`config.mk`:
```
export PLATFORM = sky130hd
export DESIGN_NAME = fetch_unit_flat
export DESIGN_NICKNAME = d
export VERILOG_FILES = /design/src/rtl/fetch_unit_pkg.sv /design/src/rtl/fetch_unit_if.sv /design/src/rtl/fetch_skid.sv /design/src/rtl/fetch_unit.sv /design/src/flat_wrapper.sv
export SDC_FILE = /design/constraint.sdc
export NUM_CORES = 1
export LEC_CHECK = 0
export BUFFER_PORTS_ARGS = -buffer_cell sky130_fd_sc_hd__buf_2
export CELL_PAD_IN_SITES_DETAIL_PLACEMENT = 1
export CELL_PAD_IN_SITES_GLOBAL_PLACEMENT = 2
export CORE_ASPECT_RATIO = 1.75
export CORE_MARGIN = 2
export CORE_UTILIZATION = 39
export DETAILED_ROUTE_END_ITERATION = 10
export PLACE_DENSITY_LB_ADDON = 0.1
export SLEW_MARGIN = 20
export SYNTH_ARGS = -nofsm -noshare
export SYNTH_HDL_FRONTEND = slang
export SYNTH_HIERARCHICAL = 1
export SYNTH_SLANG_ARGS = --single-unit
```
`constraint.sdc`:
```
create_clock -name CLK -period 5.05 [get_ports CLK]
set_input_delay 0.505 -clock CLK [delete_from_list [all_inputs] [get_ports CLK]]
set_output_delay 0.505 -clock CLK [all_outputs]
set_load 0.03 [all_outputs]
```
`src/rtl/fetch_unit_pkg.sv`:
```
// Shared definitions for the instruction fetch stage: FSM state encoding,
// PC step size and the default boot address.
package fetch_unit_pkg;

  typedef enum logic [1:0] {
    BOOT = 2'd0,
    RUN  = 2'd1,
    HOLD = 2'd2
  } fetch_state_e;

  localparam logic [31:0] PC_INC           = 32'd4;
  localparam logic [31:0] DEFAULT_RESET_PC = 32'h0000_0000;

endpackage : fetch_unit_pkg

```
`src/rtl/fetch_unit_if.sv`:
```
// Signal bundle between the fetch stage and its environment (hazard unit,
// branch resolution, instruction memory and the decode stage).
//
// Handshake rules: the memory has no back-pressure. IM_REQ is a one-cycle
// strobe; IM_RDATA must be valid in exactly the cycle after IM_REQ was high
// and is ignored at any other time. VALID_D qualifies PC_D/PCPlus4_D/INSTR_D;
// when VALID_D is 0 the decode stage must treat the register as a bubble.
// PCWrite/IMRead/FDWrite are level stall controls, sampled every cycle.
interface fetch_unit_if;
  import fetch_unit_pkg::*;

  logic         PCWrite;
  logic         IMRead;
  logic         FDWrite;
  logic         Redirect;
  logic [31:0]  RedirectPC;
  logic         IM_REQ;
  logic [31:0]  IM_ADDR;
  logic [31:0]  IM_RDATA;
  logic [31:0]  PC_D;
  logic [31:0]  PCPlus4_D;
  logic [31:0]  INSTR_D;
  logic         VALID_D;
  fetch_state_e state_dbg;

  // Environment side: drives controls and memory data, observes fetch results.
  modport master (
    output PCWrite, IMRead, FDWrite, Redirect, RedirectPC, IM_RDATA,
    input  IM_REQ, IM_ADDR, PC_D, PCPlus4_D, INSTR_D, VALID_D, state_dbg
  );

  // Fetch unit side.
  modport slave (
    input  PCWrite, IMRead, FDWrite, Redirect, RedirectPC, IM_RDATA,
    output IM_REQ, IM_ADDR, PC_D, PCPlus4_D, INSTR_D, VALID_D, state_dbg
  );

endinterface : fetch_unit_if

```
`src/rtl/fetch_skid.sv`:
```
// One-entry buffer that parks a returned instruction word while decode is
// stalled. Clear beats load, load beats drain.
module fetch_skid (
  input  logic        clk,
  input  logic        rst_n,
  input  logic        load_i,
  input  logic        drain_i,
  input  logic        clear_i,
  input  logic [31:0] pc_i,
  input  logic [31:0] instr_i,
  output logic        valid_o,
  output logic [31:0] pc_o,
  output logic [31:0] instr_o
);

  logic        valid_q;
  logic [31:0] pc_q;
  logic [31:0] instr_q;

  // Buffer occupancy and payload.
  always_ff @(posedge clk or negedge rst_n) begin
    if (!rst_n) begin
      valid_q <= 1'b0;
      pc_q    <= '0;
      instr_q <= '0;
    end else if (clear_i) begin
      valid_q <= 1'b0;
    end else if (load_i) begin
      valid_q <= 1'b1;
      pc_q    <= pc_i;
      instr_q <= instr_i;
    end else if (drain_i) begin
      valid_q <= 1'b0;
    end
  end

  assign valid_o = valid_q;
  assign pc_o    = pc_q;
  assign instr_o = instr_q;

endmodule : fetch_skid

```
`src/rtl/fetch_unit.sv`:
```
// Instruction fetch stage: PC register, instruction-memory request strobe,
// IF/ID pipeline register and a one-entry hold buffer for words that return
// while decode is stalled.
// Optional feature macro: FETCH_PERF_EN adds saturating FetchCnt/BubbleCnt.
module fetch_unit
  import fetch_unit_pkg::*;
#(
  parameter logic [31:0] RESET_PC = DEFAULT_RESET_PC
) (
  input logic         CLK,
  input logic         RSTN,
  fetch_unit_if.slave fif
`ifdef FETCH_PERF_EN
  ,
  output logic [31:0] FetchCnt,
  output logic [31:0] BubbleCnt
`endif
);

  fetch_state_e state_q, state_d;
  logic [31:0]  pc_q, pc_d;
  logic         pending_q, pending_d;
  logic [31:0]  req_pc_q, req_pc_d;
  logic [31:0]  pcd_q, pcd_d;
  logic [31:0]  pcp4_q, pcp4_d;
  logic [31:0]  instr_q, instr_d;
  logic         valid_q, valid_d;
  logic         im_req;

  logic         skid_load, skid_drain, skid_clear;
  logic         skid_valid;
  logic [31:0]  skid_pc, skid_instr;

  fetch_skid u_skid (
    .clk     (CLK),
    .rst_n   (RSTN),
    .load_i  (skid_load),
    .drain_i (skid_drain),
    .clear_i (skid_clear),
    .pc_i    (req_pc_q),
    .instr_i (fif.IM_RDATA),
    .valid_o (skid_valid),
    .pc_o    (skid_pc),
    .instr_o (skid_instr)
  );

  assign im_req = fif.IMRead & fif.PCWrite & (state_q == RUN) & ~fif.Redirect;

  // State, PC, request tracking and IF/ID register.
  always_ff @(posedge CLK or negedge RSTN) begin
    if (!RSTN) begin
      state_q   <= BOOT;
      pc_q      <= RESET_PC;
      pending_q <= 1'b0;
      req_pc_q  <= '0;
      pcd_q     <= '0;
      pcp4_q    <= '0;
      instr_q   <= '0;
      valid_q   <= 1'b0;
    end else begin
      state_q   <= state_d;
      pc_q      <= pc_d;
      pending_q <= pending_d;
      req_pc_q  <= req_pc_d;
      pcd_q     <= pcd_d;
      pcp4_q    <= pcp4_d;
      instr_q   <= instr_d;
      valid_q   <= valid_d;
    end
  end

  // Next-state: redirect wins, then returning data, then the hold buffer.
  always_comb begin
    state_d    = state_q;
    pc_d       = pc_q;
    pending_d  = im_req;
    req_pc_d   = im_req ? pc_q : req_pc_q;
    pcd_d      = pcd_q;
    pcp4_d     = pcp4_q;
    instr_d    = instr_q;
    valid_d    = valid_q;
    skid_load  = 1'b0;
    skid_drain = 1'b0;
    skid_clear = 1'b0;

    if (im_req) pc_d = pc_q + PC_INC;

    case (state_q)
      BOOT:    state_d = RUN;
      default: state_d = state_q;
    endcase

    if (fif.Redirect) begin
      pc_d       = fif.RedirectPC;
      pending_d  = 1'b0;
      skid_clear = 1'b1;
      state_d    = RUN;
      valid_d    = 1'b0;
    end else if (pending_q) begin
      if (skid_valid) begin
        // A second word arrived behind a parked one. Hand the parked word to
        // decode and park the new one; if decode is still stalled the new
        // word is dropped and the PC rewinds so it gets fetched again.
        if (fif.FDWrite) begin
          pcd_d     = skid_pc;
          pcp4_d    = skid_pc + PC_INC;
          instr_d   = skid_instr;
          valid_d   = 1'b1;
          skid_load = 1'b1;
        end else begin
          pc_d = req_pc_q;
        end
      end else if (fif.FDWrite) begin
        pcd_d   = req_pc_q;
        pcp4_d  = req_pc_q + PC_INC;
        instr_d = fif.IM_RDATA;
        valid_d = 1'b1;
      end else begin
        skid_load = 1'b1;
        state_d   = HOLD;
      end
    end else if (skid_valid) begin
      if (fif.FDWrite) begin
        pcd_d      = skid_pc;
        pcp4_d     = skid_pc + PC_INC;
        instr_d    = skid_instr;
        valid_d    = 1'b1;
        skid_drain = 1'b1;
        state_d    = RUN;
      end
    end else if (fif.FDWrite) begin
      valid_d = 1'b0;
    end
  end

  assign fif.IM_REQ    = im_req;
  assign fif.IM_ADDR   = pc_q;
  assign fif.PC_D      = pcd_q;
  assign fif.PCPlus4_D = pcp4_q;
  assign fif.INSTR_D   = instr_q;
  assign fif.VALID_D   = valid_q;
  assign fif.state_dbg = state_q;

`ifdef FETCH_PERF_EN
  logic [31:0] fetch_cnt_q;
  logic [31:0] bubble_cnt_q;
  logic        bubble_wr;

  // A bubble is any cycle that writes VALID_D=0 into IF/ID.
  assign bubble_wr = fif.Redirect |
                     (fif.FDWrite & ~pending_q & ~skid_valid);

  // Saturating performance counters.
  always_ff @(posedge CLK or negedge RSTN) begin
    if (!RSTN) begin
      fetch_cnt_q  <= '0;
      bubble_cnt_q <= '0;
    end else begin
      if (im_req && (fetch_cnt_q != 32'hFFFF_FFFF))
        fetch_cnt_q <= fetch_cnt_q + 32'd1;
      if (bubble_wr && (bubble_cnt_q != 32'hFFFF_FFFF))
        bubble_cnt_q <= bubble_cnt_q + 32'd1;
    end
  end

  assign FetchCnt  = fetch_cnt_q;
  assign BubbleCnt = bubble_cnt_q;
`endif

endmodule : fetch_unit

```
`src/flat_wrapper.sv`:
```
// flat-port wrapper written by rule: the top's interface ports become plain ports
module fetch_unit_flat import fetch_unit_pkg::*;
#(
  parameter logic [31:0] RESET_PC = DEFAULT_RESET_PC
)
  (CLK, RSTN, fif_PCWrite, fif_IMRead, fif_FDWrite, fif_Redirect, fif_RedirectPC, fif_IM_RDATA, fif_IM_REQ, fif_IM_ADDR, fif_PC_D, fif_PCPlus4_D, fif_INSTR_D, fif_VALID_D, fif_state_dbg);
  fetch_unit_if fif_i ();
  input logic CLK;
  input logic RSTN;
  input wire logic [$bits(fif_i.PCWrite)-1:0] fif_PCWrite;
  input wire logic [$bits(fif_i.IMRead)-1:0] fif_IMRead;
  input wire logic [$bits(fif_i.FDWrite)-1:0] fif_FDWrite;
  input wire logic [$bits(fif_i.Redirect)-1:0] fif_Redirect;
  input wire logic [$bits(fif_i.RedirectPC)-1:0] fif_RedirectPC;
  input wire logic [$bits(fif_i.IM_RDATA)-1:0] fif_IM_RDATA;
  output wire logic [$bits(fif_i.IM_REQ)-1:0] fif_IM_REQ;
  output wire logic [$bits(fif_i.IM_ADDR)-1:0] fif_IM_ADDR;
  output wire logic [$bits(fif_i.PC_D)-1:0] fif_PC_D;
  output wire logic [$bits(fif_i.PCPlus4_D)-1:0] fif_PCPlus4_D;
  output wire logic [$bits(fif_i.INSTR_D)-1:0] fif_INSTR_D;
  output wire logic [$bits(fif_i.VALID_D)-1:0] fif_VALID_D;
  output wire logic [$bits(fif_i.state_dbg)-1:0] fif_state_dbg;
  assign fif_i.PCWrite = fif_PCWrite;
  assign fif_i.IMRead = fif_IMRead;
  assign fif_i.FDWrite = fif_FDWrite;
  assign fif_i.Redirect = fif_Redirect;
  assign fif_i.RedirectPC = fif_RedirectPC;
  assign fif_i.IM_RDATA = fif_IM_RDATA;
  assign fif_IM_REQ = fif_i.IM_REQ;
  assign fif_IM_ADDR = fif_i.IM_ADDR;
  assign fif_PC_D = fif_i.PC_D;
  assign fif_PCPlus4_D = fif_i.PCPlus4_D;
  assign fif_INSTR_D = fif_i.INSTR_D;
  assign fif_VALID_D = fif_i.VALID_D;
  assign fif_state_dbg = fif_i.state_dbg;
  fetch_unit #(.RESET_PC(RESET_PC)) u_core (.CLK(CLK), .RSTN(RSTN), .fif(fif_i));
endmodule
```
After elaboration in Yosys (flattened, before gate mapping)
Cells that the tools add are included.
- bitwise gates (word level): 5
- mux-type cells: 45
- reductions and logical operators: 7
- equal/unequal tests: 1
- add/subtract/negate cells: 3
- operators with widths (operator ; number):
    32-bit 2-to-1 mux ; 20
    32-bit by 3-bit adder with 32-bit output, second input constant ; 3
    1-bit 2-to-1 mux ; 18
    2-bit 2-to-1 mux ; 7
    2-bit nonzero test ; 2
    4-bit nonzero test ; 1
    1-bit bitwise AND ; 3
    3-bit AND reduction ; 1
    3-bit nonzero test ; 1
    2-bit by 1-bit equality test with 1-bit output, second input constant ; 1
    2-bit zero test ; 1
    1-bit inverter ; 2
    2-bit AND reduction ; 1
- logic and storage cells: 72
- input bits: 70
- register bits: 229

Depth between registers and ports, before layout
- depth after elaboration: 8
- gate-level depth with buffers: 8
- gate-level depth less buffers: 7

Cells and area by module
Netlist, hierarchy kept.
- by module, submodules not included (module ; area an instance (sq um) ; sequential area each (sq um) ; cells each ; instances):
    fetch_unit ; 9170.0 ; 4103.9 ; 1026 ; 1
    fetch_skid ; 2741.4 ; 1626.6 ; 140 ; 1

Worst setup path after synthesis
Ideal clock, no wire load.
- path type: input to register
- start point: input fif_Redirect
- end point: register u_core.u_skid.instr_q[0] (netlist: u_core/u_skid/instr_o[0])
- data required time: 4.925 ns
- slack: 2.794 ns
- arrival time: 2.131 ns
- path buffers: 5
- cell stages on the path: 8
- setup time: 0.125 ns
- cells stage by stage: clkbuf_1 > buf_1 > clkbuf_1 > nor3b_1 > nor2b_4 > buf_12 > buf_12 > mux2_4
- elaborated cells between the ends (all ways): 4
- RTL lines (item ; RTL line ; RTL):
    from (decl) ; flat_wrapper.sv:13 ; input wire logic [$bits(fif_i.Redirect)-1:0] fif_Redirect;
    1-bit 2-to-1 mux ; fetch_unit.sv:93 ; if (fif.Redirect) begin
    via u_core.skid_load ; fetch_unit.sv:30 ; logic skid_load, skid_drain, skid_clear;
    2-bit AND reduction (no line) ; n/a ;
    to (signal assigned) ; fetch_skid.sv:31 ; instr_q <= instr_i;
    to (decl) ; fetch_skid.sv:18 ; logic [31:0] instr_q;
The timed path passes the listed nets, and every way through them passes these cells.
A chain may end at the register's enable or synchronous reset.

Worst setup path in the final report
- start point: input fif_FDWrite
- end point: register u_core.u_skid.pc_q[28] (netlist: u_core/u_skid/pc_o[28])
- word-level cells in the longest chain between the ends: 5
- elaborated cells between the ends (all ways): 6
- RTL lines (item ; RTL line ; RTL):
    from (decl) ; flat_wrapper.sv:12 ; input wire logic [$bits(fif_i.FDWrite)-1:0] fif_FDWrite;
    1-bit 2-to-1 mux (on tied branches) ; fetch_unit.sv:113, fetch_unit.sv:104 ;
    1-bit 2-to-1 mux (*) ; fetch_unit.sv:100 ; if (skid_valid) begin
    1-bit 2-to-1 mux (*) ; fetch_unit.sv:99 ; end else if (pending_q) begin
    1-bit 2-to-1 mux (*) ; fetch_unit.sv:93 ;
    via u_core.skid_load ; fetch_unit.sv:30 ;
    2-bit AND reduction (no line) (*) ; n/a ;
    to (signal assigned) ; fetch_skid.sv:30 ; pc_q <= pc_i;
    to (decl) ; fetch_skid.sv:17 ; logic [31:0] pc_q;
Mark *: on every way through the listed nets, which the timed path passes. The rest lies on a longest branch.

==> Flow_metrics.wiki <==
{| class="wikitable"
! Metric !! Value
|-
| R2r startpoint || u_core/u_skid/valid_o
|-
| Final routed wire length divided by cell count || 20.61 µm
|-
| Total of cells resized after clock tree synthesis || 0
|-
| Maximum clock path buffer count || 3
|-
| Pwr Total || 6606 µW
|-
| Kind of start point of the critical path || input port
|-
| Setup clock skew after layout || 0.007915 ns
|-
| Final #Nets || 1394
|-
| Worst endpoint required time || 5.47 ns
|-
| Fraction of final layout cells with drive strength greater than 1 || 0.2708
|-
| Post-synth EDFFs || 0
|-
| Post-synthesis instance area || 0.01191 mm²
|-
| Static leakage power || 0.006154 µW
|-
| IO Pins || 202
|-
| Hold buffer count at cts || 0
|-
| Post-layout utilization of the core || 0.4642
|-
| Endpoint of the most critical register-to-register path || u_core/fif.PCPlus4_D[17]
|-
| Vertical extent of the die || 235.2 µm
|-
| Initial antenna violation count || 0
|-
| Worst-case headroom to the max-slew limit || 0.3256
|-
| Global-route usage over all layers || 0.2237
|-
| Post-synthesis to final-layout area growth || 17.15%
|-
| CP cell instances || buf_2, inv_2, ha_1, nor3b_1, nor2b_4, buf_12, mux2_2
|-
| Global-route congestion overflow total || 0
|-
| Primary flip-flop cell chosen by synthesis mapping || dfrtp_1
|-
| Clock sink count || 229
|-
| Highest achievable clock rate || 342.5 MHz
|-
| Total wire length after detailed routing || 35540 µm
|-
| Syn Area/Cell || 10.22 µm²
|-
| Final critical-path required period || 2.920 ns
|-
| Clock-pin slew on the worst setup and hold paths || 0.06 ns
|-
| Finish-stage setup viols || 0
|-
| Worst reg-to-reg setup slack || 2.31 ns
|-
| Area inside the core boundary || 0.03006 mm²
|-
| Total of buffers placed on input and output ports || 201
|-
| Type of the most critical hold path || in -> async
|-
| Drt initial violations || 338
|-
| Inserted Clock Buffers || 24
|-
| Detailed-route vias per instance || 5.540
|-
| Post-synthesis register bit count || 229
|-
| Initial Util || 0.3963
|-
| Number of cells on the worst reg-to-reg path || 7
|-
| Width of the die || 136.1 µm
|-
| Cell with the largest stage delay on the worst path || inv_2
|-
| Pin count of the biggest net entering global routing || 117
|-
| H-tree depth || 1
|-
| Via total after detailed routing || 9551
|-
| Max Transition Viols Final || 0
|-
| First-pass detailed-route iteration total || 4
|-
| Crit path DAT || 3.34 ns
|-
| Count of different cell masters after synthesis || 58
|-
| Post-synth ARST share || 1.000
|-
| Top fanout value on the critical path || 65
|-
| TritonCTS clock tree || built
|-
| Buffers inserted during post-CTS setup optimization || 0
|-
| Fillers || 3456
|-
| Unrepaired setup endpoints after global routing || false
|-
| Wire length of the first global-routing pass || 57460 µm
|-
| Peak ir drop on the vdd network || 0.2585 mV
|-
| Number of antenna diodes || 0
|-
| Kind of end point of the critical path || flop
|-
| Number of placement rows || 84
|-
| Summed negative setup slack over all endpoints || 0 ns
|-
| Total half-perimeter wirelength after legalization and detailed placement || 24060 µm
|-
| Remaining routing DRC violations || 0
|-
| Worst skew pair latency || 0.53 ns
|-
| Max-cap violations || 0
|-
| GPL Wtd Cong || 0.8196
|-
| Crit path kind || in -> reg
|-
| Max incr delay on CP || 0.75 ns
|-
| Yosys warnings || 6
|-
| Syn nets || 1241
|-
| Part of the Yosys area used for sequential elements || 0.4811
|-
| Via count of the first global-routing pass || 10140
|-
| Final Hold Vio Count || 0
|-
| Antenna Violating Nets Remaining || 0
|-
| Cell area power density || 473.4 mW/mm²
|-
| Tightest Pin Transition || 1.012 ns
|-
| Clock Root Buffer || clkbuf_16
|-
| Cells after synthesis || 1166
|-
| Die footprint || 0.03201 mm²
|-
| Result of the run || finished, final reports clean
|-
| Crit share post-route || 0.5781
|}
==> placed cells by master, fill, tap and decap left out, types with 12 or more instances in the layout <==
cell,instances
and4_1,12
nand3_1,33
and3_1,21
nor3_1,17
o21ai_1,22
nand2_1,63
o31ai_1,17
clkbuf_16,25
or3_1,63
xor2_1,31
dfrtp_1,229
inv_1,18
a21oi_1,95
nor2_1,105
xnor2_1,27
buf_2,200
nand4_1,46
o21ai_0,66
mux2_4,60
mux2_2,31
==> report_power, final <==
part / switching (µW) / internal (µW)
registers: 507 / 2300
logic: 1160 / 719
clock network: 774 / 1150
==> through the flow <==
step / cell area [µm²] / hold slack (ns) / instances / setup slack [ns]
after floorplan: 11910 / 0.2094 / 1166 / 2.794
after global placement: 13100 / 0.4747 / 1680 / 1.660
after detailed placement: 13110 / 0.4751 / 1680 / 1.542
after CTS: 13950 / 0.09199 / 1724 / 2.110
after global routing: 13950 / 0.1215 / 1724 / 1.930
final: 13950 / 0.03726 / 1724 / 2.130
==> cell usage after synthesis, drive strengths merged, types with 5 or more instances <==
master  instances  area share
a31o            9      0.0066
or3            63       0.033
xnor2          27       0.020
ha              5      0.0053
a21oi          95       0.040
o21ai          88       0.037
buf            34       0.023
xor2           31       0.023
inv            19      0.0060
o31ai          17       0.011
dfrtp         229        0.48
o21a            7      0.0044
nor3           19      0.0080
o221ai          9      0.0066
clkbuf         52       0.016
nand4          46       0.024
nand3          35       0.016
a22oi           5      0.0032
nand2          64       0.020
a221o           5      0.0042
and4           12      0.0088
a221oi          7      0.0051
o22ai           6      0.0032
and3           21       0.011
nand2b          7      0.0037
mux2i           9      0.0076
mux2           92        0.11
nor2          108       0.034
nor3b           5      0.0032
nor4            9      0.0070
==> worst max-delay path: cells and delay by family <==
| kind | cells | cell delay (ns) |
|---|---|---|
| buffers and inverters | 3 | 1.36 |
| adders and majority gates | 1 | 0.37 |
| and+or+nand+nor | 2 | 0.61 |
| muxes | 1 | 0.39 |
==> kinds of logic (layout without fill, tap and decap cells) <==
| kind of cell | Yosys count | count (layout) | share of synthesized area |
|---|---|---|---|
| xor gates and xnor gates | 58 | 58 | 0.04265 |
| DFF | 229 | 229 | 0.4811 |
| muxes | 101 | 101 | 0.1134 |
| buffers and inverters | 105 | 276 | 0.04517 |
| AOI/OAI and AO/OA | 265 | 265 | 0.1323 |
| and+or+nand+nor | 403 | 403 | 0.1801 |
| adders and majority gates | 5 | 5 | 0.005252 |
==> routing by layer <==
| layer | vias to the layer above | global-route usage | share of wire |
|---|---|---|---|
| met2 | 212 | 0.3859 | 0.50 |
| met4 | 0 | 0.07323 | 0.029 |
| met5 | - | 0 | 0 |
| li1 | 4526 | - | - |
| met3 | 55 | 0.03424 | 0.046 |
| met1 | 4758 | 0.2835 | 0.43 |
==> worst max-delay path by stage <==
stage / from / endpoint / slack, ns / cells after the start
finish: fif_FDWrite / u_core/u_skid/pc_o[28] / 2.13 / 7
global route: fif_FDWrite / u_core/u_skid/pc_o[28] / 1.93 / 7
CTS: fif_FDWrite / u_core/u_skid/pc_o[28] / 2.11 / 7
detailed placement: fif_FDWrite / u_core/u_skid/pc_o[28] / 1.54 / 7
global placement: fif_FDWrite / u_core/u_skid/pc_o[28] / 1.66 / 7
floorplan: fif_Redirect / u_core/u_skid/instr_o[0] / 2.79 / 8
==> state kept, by name, indices dropped and copies added (netlist names) <==
register / flops
u_core/req_pc_q: 32
u_core/fif.IM_ADDR: 32
u_core/fif.PC_D: 32
u_core/u_skid/instr_o: 32
u_core/fif.state_dbg: 2
u_core/fif.INSTR_D: 32
u_core/pending_q: 1
u_core/u_skid/valid_o: 1
u_core/fif.PCPlus4_D: 32
u_core/u_skid/pc_o: 32
u_core/fif.VALID_D: 1
==> final cells by class <==
class	count	area [µm²]	area share
Clock inverter	13	167.7	0.01201
Inverter	19	71.32	0.005111
Tap cell	387	484.2	0.03470
Timing Repair Buffer	213	1144	0.08195
Clock buffer	31	678.2	0.04860
Multi-Input combinational cell	832	5679	0.4070
Sequential cell	229	5731	0.4107
No activity file was read; power rests on OpenSTA's default activity.
